$ cat config.mk
export PLATFORM = sky130hd
export DESIGN_NAME = ast_width_ext
export DESIGN_NICKNAME = d
export VERILOG_FILES = /design/src/rtl/ast_width_ext.sv
export SDC_FILE = /design/constraint.sdc
export NUM_CORES = 1
export LEC_CHECK = 0
export CAP_MARGIN = 10
export CORE_MARGIN = 5
export CORE_UTILIZATION = 34
export DETAILED_ROUTE_END_ITERATION = 12
export GPL_TIMING_DRIVEN = 0
export PLACE_DENSITY = 0.63
export REMOVE_ABC_BUFFERS = 1
export SLEW_MARGIN = 20
export SYNTH_ARGS = -nofsm -noshare
export SYNTH_HDL_FRONTEND = slang
export SYNTH_SLANG_ARGS = --single-unit
$ cat constraint.sdc
create_clock -name clk_i -period 2.2 [get_ports clk_i]
set_input_delay 0.44 -clock clk_i [delete_from_list [all_inputs] [get_ports clk_i]]
set_output_delay 0.44 -clock clk_i [all_outputs]
set_load 0.1 [all_outputs]
$ cat src/rtl/ast_width_ext.sv
// Avalon-ST width up-converter: packs consecutive narrow beats of one packet
// into a single wide output word, carrying sop/eop/channel/empty through.
module ast_width_ext #(
    parameter int DATA_IN_W   = 64,
    parameter int EMPTY_IN_W  = (DATA_IN_W / 8 > 1) ? $clog2(DATA_IN_W / 8) : 1,
    parameter int CHANNEL_W   = 10,
    parameter int DATA_OUT_W  = 256,
    parameter int EMPTY_OUT_W = (DATA_OUT_W / 8 > 1) ? $clog2(DATA_OUT_W / 8) : 1
) (
    input  logic                   clk_i,
    input  logic                   srst_i,

    input  logic [DATA_IN_W-1:0]   ast_data_i,
    input  logic                   ast_startofpacket_i,
    input  logic                   ast_endofpacket_i,
    input  logic                   ast_valid_i,
    input  logic [EMPTY_IN_W-1:0]  ast_empty_i,
    input  logic [CHANNEL_W-1:0]   ast_channel_i,
    output logic                   ast_ready_o,

    output logic [DATA_OUT_W-1:0]  ast_data_o,
    output logic                   ast_startofpacket_o,
    output logic                   ast_endofpacket_o,
    output logic                   ast_valid_o,
    output logic [EMPTY_OUT_W-1:0] ast_empty_o,
    output logic [CHANNEL_W-1:0]   ast_channel_o,
    input  logic                   ast_ready_i
);

    localparam int              RATIO    = DATA_OUT_W / DATA_IN_W;
    localparam int              KW       = (RATIO > 1) ? $clog2(RATIO) : 1;
    localparam int              BYTES_IN = DATA_IN_W / 8;
    localparam logic [KW-1:0]   K_LAST   = KW'(RATIO - 1);

    // Assembly state
    logic [DATA_OUT_W-1:0]  asm_q, asm_d;
    logic [KW-1:0]          k_q, k_d;
    logic                   in_pkt_q, in_pkt_d;
    logic                   first_q, first_d;
    logic [CHANNEL_W-1:0]   chan_q, chan_d;

    // Output register
    logic                   valid_q, valid_d;
    logic [DATA_OUT_W-1:0]  data_q, data_d;
    logic                   sop_q, sop_d;
    logic                   eop_q, eop_d;
    logic [EMPTY_OUT_W-1:0] empty_q, empty_d;
    logic [CHANNEL_W-1:0]   chan_o_q, chan_o_d;

    // Per-beat working values
    logic                   in_xfer;
    logic                   take;
    logic                   done;
    logic [KW-1:0]          k_eff;
    logic [DATA_OUT_W-1:0]  word;
    logic [CHANNEL_W-1:0]   chan_eff;
    logic                   first_eff;
    logic [EMPTY_OUT_W-1:0] empty_calc;

    assign ast_ready_o = !valid_q || ast_ready_i;

    always_comb begin
        // NOTE: every variable gets a default first so no path can infer a latch.
        in_xfer    = ast_valid_i && ast_ready_o;
        take       = in_xfer && (ast_startofpacket_i || in_pkt_q);
        k_eff      = ast_startofpacket_i ? '0 : k_q;
        chan_eff   = ast_startofpacket_i ? ast_channel_i : chan_q;
        first_eff  = ast_startofpacket_i || first_q;
        word       = ast_startofpacket_i ? '0 : asm_q;
        for (int i = 0; i < RATIO; i++) begin
            if (k_eff == KW'(i)) begin
                word[i*DATA_IN_W +: DATA_IN_W] = ast_data_i;
            end
        end
        done       = take && ((k_eff == K_LAST) || ast_endofpacket_i);
        empty_calc = ast_endofpacket_i
                   ? EMPTY_OUT_W'(int'(K_LAST - k_eff) * BYTES_IN + int'(ast_empty_i))
                   : '0;

        asm_d    = asm_q;
        k_d      = k_q;
        in_pkt_d = in_pkt_q;
        first_d  = first_q;
        chan_d   = chan_q;
        if (take) begin
            chan_d = chan_eff;
            if (done) begin
                asm_d    = '0;
                k_d      = '0;
                first_d  = 1'b0;
                in_pkt_d = !ast_endofpacket_i;
            end else begin
                asm_d    = word;
                k_d      = k_eff + KW'(1);
                first_d  = first_eff;
                in_pkt_d = 1'b1;
            end
        end
    end

    // A completed word lands in the output register on the accepting edge;
    // the handshake on ast_ready_o guarantees the register is free by then.
    always_comb begin
        valid_d  = valid_q;
        data_d   = data_q;
        sop_d    = sop_q;
        eop_d    = eop_q;
        empty_d  = empty_q;
        chan_o_d = chan_o_q;
        if (done) begin
            valid_d  = 1'b1;
            data_d   = word;
            sop_d    = first_eff;
            eop_d    = ast_endofpacket_i;
            empty_d  = empty_calc;
            chan_o_d = chan_eff;
        end else if (ast_ready_i) begin
            valid_d  = 1'b0;
        end
    end

    always_ff @(posedge clk_i) begin
        // NOTE: sequential state uses non-blocking assignments only.
        if (srst_i) begin
            asm_q    <= '0;
            k_q      <= '0;
            in_pkt_q <= 1'b0;
            first_q  <= 1'b0;
            chan_q   <= '0;
            valid_q  <= 1'b0;
            data_q   <= '0;
            sop_q    <= 1'b0;
            eop_q    <= 1'b0;
            empty_q  <= '0;
            chan_o_q <= '0;
        end else begin
            asm_q    <= asm_d;
            k_q      <= k_d;
            in_pkt_q <= in_pkt_d;
            first_q  <= first_d;
            chan_q   <= chan_d;
            valid_q  <= valid_d;
            data_q   <= data_d;
            sop_q    <= sop_d;
            eop_q    <= eop_d;
            empty_q  <= empty_d;
            chan_o_q <= chan_o_d;
        end
    end

    assign ast_valid_o         = valid_q;
    assign ast_data_o          = data_q;
    assign ast_startofpacket_o = sop_q;
    assign ast_endofpacket_o   = eop_q;
    assign ast_empty_o         = empty_q;
    assign ast_channel_o       = chan_o_q;

endmodule

Yosys cells after proc, flatten, opt, wreduce, memory -nomap -nowiden:

Cells that the tools add are included.

* bits in registers: 544
* input bits: 83

* $add $sub $neg: 3
* mux-type cells: 14
* equal/unequal tests: 3
* reductions and logical operators: 11

Operator list (count)
* 256-bit 2-to-1 mux: 2
* 64-bit 2-to-1 mux: 4
* 10-bit 2-to-1 mux: 1
* 5-bit by 4-bit adder with 5-bit output: 1
* 5-bit 2-to-1 mux: 1
* 2-bit equality test, second input constant: 2
* 1-bit logical OR: 4
* 1-bit 2-to-1 mux: 4
* 2-bit 2-to-1 mux: 2
* 1-bit logical AND: 3
* 2-bit by 1-bit adder with 2-bit output, second input constant: 1
* 2-bit by 1-bit equality test with 1-bit output, second input constant: 1
* 1-bit zero test: 2
* 2-bit zero test: 1
* 2-bit nonzero test: 1
* 2-bit subtractor, first input constant: 1

Logic depth before layout (Yosys ltp):

Gate-level depths: netlist of run 1.

* depth after elaboration: 6
* gate-level depth with buffers: 8
* gate-level depth less buffers: 5

Least setup slack after synthesis of run 1:

OpenSTA, ideal clock, no wires.

* path kind: flip-flop to flip-flop
* start point: reg valid_q (netlist: ast_valid_o)
* end point: reg k_q[1]
* setup slack: -0.371 ns
* library setup time: 0.070 ns
* data required time: 2.130 ns
* stages on the path, launching flop included: 9
* period minus slack after synthesis: 2.571 ns
* data arrival time: 2.501 ns
* cell sequence: dfxtp_1 > nor2b_4 > inv_2 > nand2_1 > buf_2 > buf_2 > buf_2 > nand2_1 > a21oi_1

* longest elaborated chain between the ends: 6

Ends and longest elaborated chain
* start: declaration: RTL line 43 `logic valid_q, valid_d;`
* start signal: assignment: RTL line 142 `valid_q <= valid_d;`
* 1-bit zero test *: RTL line 60 `assign ast_ready_o = !valid_q || ast_ready_i;`
* 1-bit logical OR *: RTL line 60
* named net ast_ready_o: RTL line 19 `output logic ast_ready_o,`
* 1-bit logical AND *: RTL line 64 `in_xfer = ast_valid_i && ast_ready_o;`
* 1-bit logical AND *: RTL line 65 `take = in_xfer && (ast_startofpacket_i || in_pkt_q);`
* 1-bit logical AND: RTL line 75 `done = take && ((k_eff == K_LAST) || ast_endofpacket_i);`
* 2-bit 2-to-1 mux: RTL line 87 `if (done) begin`
* end signal: assignment: RTL line 138 `k_q <= k_d;`
* end: declaration: RTL line 37 `logic [KW-1:0] k_q, k_d;`

The timed path passes the listed nets; every way through them passes the cells marked *.
A chain may end at the register's enable or synchronous reset.

Worst setup path in the final report of run 1:

* start point: reg k_q[1]
* end point: reg data_q[188] (netlist: ast_data_o[188])

* longest elaborated chain between the ends: 4
* elaborated cells on any way between the ends: 6
* those cells by class: eq/ne (2); mux (2); reduce/logical (2)

Ends and longest elaborated chain
* 2-bit 2-to-1 mux *: RTL line 66 `k_eff = ast_startofpacket_i ? '0 : k_q;`
* 2-bit equality test: RTL line 75
* 1-bit logical OR: RTL line 75
* 1-bit logical AND: RTL line 75
* end signal: assignment: RTL line 143 `data_q <= data_d;`
* end: declaration: RTL line 44 `logic [DATA_OUT_W-1:0] data_q, data_d;`

Mark *: on every way between the ends. The rest lies on a longest branch, timed or not.

==> out/results.tsv, run 1 <==
stage	metric	value	unit
logic_synthesis	Ys Warns	0	
setup_path	Worst Reg-to-Reg Cells	11	
drt	drt first pass iters	5	
global_route	total congestion overflow	0	
final_layout	Final Util	47.8	%
timing	RSZ-0062 raised after global routing	true	
timing	Max-slew headroom	54.1	%
timing	clock skew	0.0142	ns
setup_path	CP max FO	15	
power	Final Power	23.3	mW
setup_path	Setup crit end kind	flop	
final_layout	Final Cell Area	30800	um2
power	VDD IR-drop max	649	uV
placed_design	Post-DP Area	26900	um2
floorplanning	Die Area	70100	um2
placed_design	placed cells	3508	
cts	number of clock sinks	544	
floorplanning	die height	265	um
drt	Final ANT Viol Nets	0	
setup_path	Startpoint Class	flop	
min_path	WHS Endpoint	asm_q[161]$_SDFFE_PP0P_	
cts	CTS clock-pin slew for the worst setup and hold paths	0.06	ns
global_route	GRT Resource Usage Total	19.4	%
logic_synthesis	register bit total from synthesis	544	
run_status	outcome	completed	
logic_synthesis	post-synthesis sequential area ratio	49.4	%
drt	post-DR wirelength/cell	20.3	um
final_layout	FILL cells	5903	
min_path	Hold Crit Class	primary input to flop	
setup_path	Critical Path AT	2.65	ns
setup_path	reg-to-reg startpoint	k_q[1]$_SDFFE_PP0P_	
placed_design	GP Congestion	0.751	
timing	measured slew at the worst slew-check pin	0.687	ns
drt	vias per cell	5.40	
drt	total wire length	75.0	mm
floorplanning	# IOs	358	
final_layout	NumNets Final	2870	
power	leak pwr	10.9	nW
cts	Max Root-Sink Buffers	3	
placed_design	Port Buffers	357	
floorplanning	Initial Utilization	34.3	%
logic_synthesis	post-synthesis cell area	22100	um2
min_path	Hold Path Origin	srst_i	
timing	fin crit period	2.17	ns
timing	Max Fclk	0.460	GHz
final_layout	share of cells above drive strength 1	27.7	%
cts	CTS tree	done	
logic_synthesis	Synth Instances	2462	
timing	post-route clock period utilization	98.8	%
cts	H-tree levels	2	
drt	drt initial violations	1480	
global_route	vias in the first global route	19799	
setup_path	r2r endpoint	ast_data_o[188]$_SDFFE_PP0P_	
logic_synthesis	Mapped Avg Cell Area	8.96	um2
min_path	worst hold path stage count	2	
final_layout	most frequent cells in the layout	542 x dfxtp_1, 361 x nor2_1, 274 x clkdlybuf4s15_2	
floorplanning	Core ar.	64300	um2
global_route	initial antenna violation count	5	
power	Pwr per Cell Area	758	nW/um2
final_layout	most common cell after layout, fill and taps aside	dfxtp_1	
cts	clock latency on the worst-skew pair	0.61	ns
cts	TritonCTS Buffers	58	
cts	Root Buffer	clkbuf_16	
setup_path	Critical Path RT	2.67	ns
setup_path	WS Path Type	flop to flop	
global_route	largest net degree at the start of global routing	120	
setup_path	R2R setup slack	0.03	ns
final_layout	Layout area overhead	39.6	%
drt	via count	19951	
timing	final hold viol count	0	
logic_synthesis	post-synth cell types	38	
global_route	first-pass GRT wire length	112	mm
final_layout	Final Instance Count excl. Fillers	3695	
timing	setup ws final	0.0254	ns
floorplanning	# rows	93	
run	Max Cap Viol	0	
floorplanning	die width	265	um
placed_design	post-DP HPWL	43.1	mm
drt	DRC Markers	0	
timing	final setup vio count	0	
placed_design	DP Worst Slack	-1.97	ns
timing	Final Max Tran Viols	0	
worst max path at each step:
stage | startpoint | endpoint | slack (ns) | cells past startpoint
3_5_place_dp | ast_endofpacket_i | ast_data_o[130]$_SDFFE_PP0P_ | -1.97 | 15
5_1_grt | k_q[1]$_SDFFE_PP0P_ | ast_data_o[46]$_SDFFE_PP0P_ | -0.04 | 10
3_3_place_gp | srst_i | asm_q[223]$_SDFFE_PP0P_ | -25.64 | 3
6_report | k_q[1]$_SDFFE_PP0P_ | ast_data_o[188]$_SDFFE_PP0P_ | 0.03 | 11
4_1_cts | k_q[1]$_SDFFE_PP0P_ | asm_q[23]$_SDFFE_PP0P_ | -0.09 | 15
2_1_floorplan | k_q[1]$_SDFFE_PP0P_ | ast_valid_o$_SDFFE_PP0P_ | -8.96 | 3
power by group:
group / internal (mW) / switching, mW / leakage [nW]
clock: 6.28 / 4.19 / 1.02
combinational: 0.899 / 1.85 / 5.50
sequential: 10.0 / 0.0888 / 4.40
routing by layer:
metal	vias to the layer above	wire length (um)	GRT usage, %
li1	9366	-	-
met1	9790	32100	24.9
met2	646	35700	32.7
met3	145	4620	4.31
met4	4	2470	6.53
met5	-	23	0
sequential cells by signal, summed over array words and instances, names as in the netlist:
register and cells:
in_pkt_q 1, ast_startofpacket_o 1, k_q 2, ast_valid_o 1
asm_q 256, chan_q 10, ast_endofpacket_o 1, ast_data_o 256
ast_channel_o 10, first_q 1, ast_empty_o 5
cell usage after synthesis, drive strengths merged:
cell | n | area [um2]
and2 | 35 | 219
a32oi | 122 | 1070
mux2i | 20 | 200
a21oi | 238 | 1190
nand2b | 1 | 6.26
mux2 | 217 | 2440
buf | 121 | 613
inv | 3 | 11.3
o21a | 1 | 7.51
dfxtp | 544 | 10900
and3b | 1 | 8.76
nor4 | 2 | 18.8
a211oi | 20 | 150
o21bai | 1 | 7.51
a21bo | 29 | 290
nor3 | 68 | 340
nand2 | 236 | 886
or4 | 10 | 75.1
nor2 | 370 | 1390
o211ai | 1 | 7.51
or2 | 1 | 6.26
a2111oi | 1 | 8.76
o211a | 1 | 10.0
nor2b | 4 | 32.5
a31oi | 1 | 6.26
a22oi | 94 | 706
nand3 | 182 | 911
clkbuf | 126 | 473
o21ai | 2 | 10.0
or3 | 10 | 62.6
cell type report:
| cell class | count | area [um2] | area share [%] |
|---|---|---|---|
| flip-flops and latches | 544 | 10900 | 35.4 |
| clock inverters | 30 | 344 | 1.12 |
| inverters | 3 | 18.8 | 0.0610 |
| diodes | 3 | 7.51 | 0.0244 |
| well taps | 855 | 1070 | 3.48 |
| repair buffers | 511 | 6410 | 20.8 |
| clock buffers | 80 | 1720 | 5.59 |
| multi-input cells | 1669 | 10300 | 33.5 |
kinds of logic after synthesis:
logic type / synth area share, %
flip-flops: 49.4
multiplexers: 12.0
AND/OR/NAND/NOR: 17.9
AO/OA/AOI/OAI: 15.7
buffers and inverters: 4.98
timing repair:
action,CTS,global route
buffers inserted,45,16
resized for setup,900,31
endpoints found under the setup margin,760,265
hold endpoints to repair,0,0
pin swaps,20,10
hold buffers,0,0
gates cloned,13,14
through the flow:
| step | TNS (ns) | hold slack, ns |
|---|---|---|
| 2_1_floorplan | -4100.03 | 0.424 |
| 3_3_place_gp | -9775.87 | 0.438 |
| 3_5_place_dp | -473.92 | 0.440 |
| 4_1_cts | -0.719 | 0.157 |
| 5_1_grt | -0.295 | 0.189 |
| 6_report | 0 | 0.198 |
critical path, cell delays in order (launching register included):
cell       delay [ns]
dfxtp_4          0.35
clkbuf_16        0.14
and3b_2          0.22
buf_6            0.12
buf_4            0.12
buf_4            0.13
o211a_4          0.24
buf_16           0.17
buf_16           0.16
clkbuf_16        0.19
nand3_1          0.11
a21oi_1          0.07
(Power assumes the default switching activity.)
==> run 2: changes to the inputs <==
--- a/config.mk
+++ b/config.mk
@@ -6,11 +6,11 @@
 export NUM_CORES = 1
 export LEC_CHECK = 0
 export CAP_MARGIN = 10
-export CORE_MARGIN = 5
+export CORE_MARGIN = 10
 export CORE_UTILIZATION = 34
 export DETAILED_ROUTE_END_ITERATION = 12
 export GPL_TIMING_DRIVEN = 0
-export PLACE_DENSITY = 0.63
+export PLACE_DENSITY = 0.65
 export REMOVE_ABC_BUFFERS = 1
 export SLEW_MARGIN = 20
 export SYNTH_ARGS = -nofsm -noshare
==> constraint.sdc (replaced) <==
create_clock -name clk_i -period 2 [get_ports clk_i]
set_input_delay 0.4 -clock clk_i [delete_from_list [all_inputs] [get_ports clk_i]]
set_output_delay 0.4 -clock clk_i [all_outputs]
set_load 0.1 [all_outputs]
==> run 2 against run 1 <==
Against the previous run: the run now ends with setup timing left; maximum frequency is 8.7% higher; worst hold slack worse by 0.058 ns; setup slack worse by 0.026 ns; non-clock buffer count is 77 higher; global-route usage is 1.1 points higher; clock skew is 0.0035 ns higher; core utilization is 2.5 points higher; first-iteration DRC count is 17% higher; critical path type unchanged; critical endpoint is now asm_q[86]$_SDFFE_PP0P_; highest routed layer is now met4.
==> out/results.tsv, run 2 (synthesis gave the netlist of run 1 again) <==
stage	metric	value	unit
cts	clock latency on the worst-skew pair	0.62	ns
power	VDD IR-drop max	709	uV
timing	final setup vio count	1	
final_layout	Final Cell Area	32400	um2
timing	RSZ-0062 raised after global routing	true	
drt	total wire length	85.0	mm
setup_path	slowest cell on the critical path	or4_4	
setup_path	cells along the critical path	buf_12, nor2b_4, clkbuf_16, buf_8, buf_16, mux2i_4, or4_4, a21oi_2	
global_route	GRT Resource Usage Total	20.6	%
run	Max Cap Viol	0	
run_status	outcome	finished, violations left	
placed_design	placed cells	3509	
drt	post-DR wirelength/cell	22.5	um
placed_design	DP Worst Slack	-1.87	ns
timing	Max Fclk	0.500	GHz
cts	TritonCTS Buffers	59	
timing	final hold viol count	0	
floorplanning	Die Area	75400	um2
timing	post-route clock period utilization	100	%
setup_path	Critical Path AT	2.55	ns
placed_design	Post-DP Area	26900	um2
min_path	Hold Path Origin	srst_i	
setup_path	worst setup path start	k_q[0]$_SDFFE_PP0P_	
cts	Root Buffer	clkbuf_16	
setup_path	worst path bufs/invs	4	
setup_path	Largest stage delay, worst path	0.52	ns
placed_design	post-DP HPWL	46.1	mm
setup_path	WS Path Type	flop to flop	
power	Pwr per Cell Area	804	nW/um2
drt	vias per cell	5.52	
drt	drt initial violations	1730	
setup_path	Critical Path RT	2.55	ns
run_status	violated checks	setup timing	
floorplanning	# rows	93	
floorplanning	Core ar.	64300	um2
setup_path	Setup crit end kind	flop	
timing	Final Max Tran Viols	0	
final_layout	storage element area	10900	um2
global_route	first-pass GRT wire length	124	mm
timing	worst hold margin	0.141	ns
cts	number of clock sinks	544	
final_layout	Final Instance Count excl. Fillers	3777	
final_layout	Layout area overhead	46.8	%
setup_path	R2R setup slack	-0.0009	ns
floorplanning	# IOs	358	
floorplanning	die height	275	um
drt	via count	20841	
setup_path	CP max FO	7	
global_route	initial antenna violation count	2	
drt	drt first pass iters	6	
floorplanning	die width	275	um
placed_design	GP Congestion	0.761	
cts	Max Root-Sink Buffers	3	
timing	Max-slew headroom	49.4	%
cts	CTS tree	done	
min_path	Hold Crit Class	primary input to flop	
timing	fin crit period	2.00	ns
setup_path	r2r endpoint	asm_q[86]$_SDFFE_PP0P_	
drt	Final ANT Viol Nets	0	
setup_path	Worst Reg-to-Reg Cells	8	
setup_path	Startpoint Class	flop	
setup_path	Top delay family on crit path	simple AND/OR/NAND/NOR gates	
cts	H-tree levels	2	
drt	DRC Markers	0	
global_route	largest net degree at the start of global routing	139	
power	leak pwr	11.9	nW
final_layout	FILL cells	5642	
final_layout	NumNets Final	2950	
min_path	WHS Endpoint	asm_q[28]$_SDFFE_PP0P_	
cts	CTS clock-pin slew for the worst setup and hold paths	0.06	ns
setup_path	reg-to-reg startpoint	k_q[0]$_SDFFE_PP0P_	
timing	setup ws final	-0.000940	ns
global_route	total congestion overflow	0	
power	Final Power	26.0	mW
floorplanning	Initial Utilization	34.3	%
placed_design	Port Buffers	357	
final_layout	share of cells above drive strength 1	33.4	%
timing	clock skew	0.0177	ns
final_layout	most frequent cells in the layout	541 x dfxtp_1, 356 x nor2_1, 211 x a21oi_1	
final_layout	footprint of the multi-input gates	11200	um2
final_layout	most common cell after layout, fill and taps aside	dfxtp_1	
global_route	vias in the first global route	20623	
min_path	worst hold path stage count	2	
timing	measured slew at the worst slew-check pin	0.758	ns
## run 2: final cells by class
type                    instances  area share [%]
multi-input cells            1671            34.5
flip-flops and latches        544            33.7
repair buffers                588            22.1
clock buffers                  85            5.42
well taps                     855            3.30
clock inverters                27           0.928
inverters                       3          0.0734
diodes                          4          0.0309
## run 2: what timing repair did
action	CTS	global route
setup endpoints to repair	773	489
pin swaps	137	33
setup buffers	102	36
hold buffers	0	0
cloned	27	12
gates resized for setup	1218	163
## run 2: power by group
part	switching, mW	internal (mW)
Sequential	0.103	11.0
Combinational	2.22	1.21
Clock	4.72	6.76
Total	7.04	19.0
## run 2: layer usage
metal | vias up | global-route usage, % | wire [um]
li1 | 9524 | - | -
met1 | 10339 | 25.1 | 34900
met2 | 803 | 35.1 | 40900
met3 | 175 | 4.87 | 6430
met4 | 0 | 6.74 | 2730
met5 | - | 0 | 0
## run 2: how the worst max path moves through the flow
stage | to | slack, ns | cells past startpoint
after floorplan | ast_valid_o$_SDFFE_PP0P_ | -9.16 | 3
after global placement | asm_q[223]$_SDFFE_PP0P_ | -25.90 | 3
after detailed placement | ast_data_o[95]$_SDFFE_PP0P_ | -1.87 | 13
after CTS | ast_data_o[30]$_SDFFE_PP0P_ | -0.17 | 13
after global routing | asm_q[86]$_SDFFE_PP0P_ | -0.06 | 8
final | asm_q[86]$_SDFFE_PP0P_ | -0.0009 | 8
## run 2: through the flow
stage,TNS (ns),util (%)
4_1_cts,-15.18,49.6
6_report,-0.000940,50.3
5_1_grt,-0.396,50.3
2_1_floorplan,-4206.84,-
3_3_place_gp,-9789.10,39.8
3_5_place_dp,-523.08,41.8
==> run 3: changes to the inputs <==
--- a/config.mk
+++ b/config.mk
@@ -12,7 +12,6 @@
 export GPL_TIMING_DRIVEN = 0
 export PLACE_DENSITY = 0.65
 export REMOVE_ABC_BUFFERS = 1
-export SLEW_MARGIN = 20
 export SYNTH_ARGS = -nofsm -noshare
 export SYNTH_HDL_FRONTEND = slang
 export SYNTH_SLANG_ARGS = --single-unit
==> run 3 against run 2 <==
Against the previous run: critical endpoint is now asm_q[93]$_SDFFE_PP0P_; via count fell by 2.9%; critical path type unchanged; clock power decreased by 6%; sequential cell count unchanged; clock skew is essentially flat; maximum frequency down 2.5%; the flow still finishes with violations (setup timing); cell area fell by 3.5%; critical path depth increased by 2; sequential power hardly changed; register-to-register slack got worse by 0.05 ns; global-route usage is 1.3 points lower.
==> out/results.tsv, run 3 (synthesis gave the netlist of run 1 again) <==
stage	metric	value	unit
run_status	outcome	finished, violations left	
run_status	violated checks	setup timing	
cts	H-tree levels	2	
setup_path	Setup crit end kind	flop	
timing	clock skew	0.0172	ns
min_path	Hold Crit Class	primary input to flop	
timing	final hold viol count	0	
drt	drt initial violations	1800	
timing	RSZ-0062 raised after global routing	true	
drt	post-DR wirelength/cell	21.9	um
timing	Max-slew headroom	31.6	%
placed_design	DP Worst Slack	-2.06	ns
setup_path	CP max FO	8	
cts	CTS clock-pin slew for the worst setup and hold paths	0.06	ns
global_route	first-pass GRT wire length	117	mm
floorplanning	Initial Utilization	34.3	%
setup_path	Top delay family on crit path	buffers and inverters	
floorplanning	# IOs	358	
placed_design	GP Congestion	0.761	
drt	drt first pass iters	6	
placed_design	post-DP HPWL	44.9	mm
drt	Final ANT Viol Nets	0	
cts	# hold bufs at CTS	0	
timing	setup tns final	-0.149	ns
timing	measured slew at the worst slew-check pin	1.03	ns
setup_path	Critical Path AT	2.59	ns
global_route	largest net degree at the start of global routing	167	
floorplanning	Core ar.	64300	um2
cts	Max Root-Sink Buffers	3	
setup_path	Startpoint Class	flop	
timing	fin crit period	2.05	ns
timing	final setup vio count	11	
floorplanning	die width	275	um
setup_path	Critical Path RT	2.54	ns
setup_path	slowest cell on the critical path	dfxtp_4	
floorplanning	Die Area	75400	um2
final_layout	NumNets Final	2899	
final_layout	Layout area overhead	41.7	%
cts	Root Buffer	clkbuf_16	
final_layout	Final Util	48.6	%
final_layout	Final Instance Count excl. Fillers	3715	
cts	TritonCTS Buffers	57	
power	Pwr per Cell Area	801	nW/um2
setup_path	R2R setup slack	-0.05	ns
setup_path	cells along the critical path	and3b_2, buf_6, nor4_4, buf_6, buf_12, buf_12, buf_12, clkbuf_16, a32oi_1, nor2_1	
final_layout	most common cell after layout, fill and taps aside	dfxtp_1	
drt	vias per cell	5.45	
power	VDD IR-drop max	630	uV
placed_design	placed cells	3491	
timing	setup ws final	-0.0520	ns
timing	worst hold margin	0.161	ns
floorplanning	# rows	93	
power	leak pwr	11.2	nW
cts	CTS tree	done	
global_route	vias in the first global route	19760	
final_layout	FILL cells	5733	
cts	clock latency on the worst-skew pair	0.61	ns
final_layout	most frequent cells in the layout	540 x dfxtp_1, 361 x nor2_1, 221 x clkdlybuf4s15_2	
placed_design	Port Buffers	357	
drt	DRC Markers	0	
setup_path	WS Path Type	flop to flop	
timing	Max Fclk	0.487	GHz
global_route	total congestion overflow	0	
timing	Final Max Tran Viols	0	
cts	number of clock sinks	544	
setup_path	Largest stage delay, worst path	0.35	ns
floorplanning	die height	275	um
timing	post-route clock period utilization	103	%
global_route	GRT Resource Usage Total	19.3	%
final_layout	share of cells above drive strength 1	30.1	%
drt	total wire length	81.5	mm
setup_path	worst path bufs/invs	6	
drt	via count	20232	
global_route	initial antenna violation count	3	
setup_path	most frequent CP cell	buf_12	
run	Max Cap Viol	0	
-- run 3: cell types whose count changed in the layout (fill, tap and decap cells not counted), sizes merged --
cell,before,now
buf,255,186
clkdlybuf4s15,189,221
clkdlybuf4s18,46,25
clkinv,18,11
clkbuf,98,104
inv,6,4
bufbuf,5,6
bufinv,5,4
clkinvlp,1,2
diode,4,3
nand2,237,238
nor2,371,370
o211a,2,1
-- run 3: timing repair --
| action | 4_1_cts | 5_1_grt |
|---|---|---|
| setup endpoints to repair | 816 | 394 |
| gates resized for setup | 979 | 175 |
| buffers inserted | 73 | 17 |
| cloned | 15 | 24 |
| pin swaps | 26 | 51 |
-- run 3: through the flow --
stage | area, um2 | power [mW]
3_3_place_gp | 25600 | 14.0
6_report | 31200 | 25.0
2_1_floorplan | 21000 | 12.9
5_1_grt | 31200 | 25.8
4_1_cts | 30200 | 25.0
3_5_place_dp | 26600 | 14.0
-- run 3: cell type report --
class                      count  area [um2]  area share, %
antenna                        3        7.51         0.0240
timing repair buffer         540        6700           21.4
multi-input combinational   1670       10700           34.1
tap                          855        1070           3.42
clock inverter                18         214          0.685
inverter                       3        23.8         0.0761
clock buffer                  82        1660           5.31
sequential                   544       10900           34.9
-- run 3: where the power goes --
part / leakage (nW) / total (mW) / internal, mW / switching (mW)
Combinational: 5.90 / 3.16 / 1.04 / 2.12
Sequential: 4.40 / 11.1 / 11.0 / 0.0970
Clock: 0.922 / 10.8 / 6.25 / 4.51
-- run 3: path summary, 6_finish.rpt --
| kind | cells past startpoint | from | endpoint |
|---|---|---|---|
| max | 10 | k_q[1]$_SDFFE_PP0P_ | asm_q[93]$_SDFFE_PP0P_ |
| min | 2 | srst_i | asm_q[28]$_SDFFE_PP0P_ |
| max reg2reg | 10 | k_q[1]$_SDFFE_PP0P_ | asm_q[93]$_SDFFE_PP0P_ |
| min reg2reg | 2 | ast_data_o[134]$_SDFFE_PP0P_ | ast_data_o[134]$_SDFFE_PP0P_ |
-- run 3: layer usage --
| layer | vias to the layer above | share of wire [%] | GRT usage, % |
|---|---|---|---|
| met3 | 160 | 7.6 | 4.87 |
| met2 | 732 | 48 | 32.8 |
| li1 | 9416 | - | - |
| met4 | 2 | 3.0 | 6.06 |
| met1 | 9922 | 41 | 23.5 |
| met5 | - | 0.012 | 0 |
-- run 3: worst register-to-register path: cells and delay by family, from the launching register on --
| family | cells | cell delay [ns] |
|---|---|---|
| DFF | 1 | 0.35 |
| and+or+nand+nor | 3 | 0.62 |
| buffers and inverters | 6 | 0.89 |
| AOI/OAI and AO/OA | 1 | 0.12 |
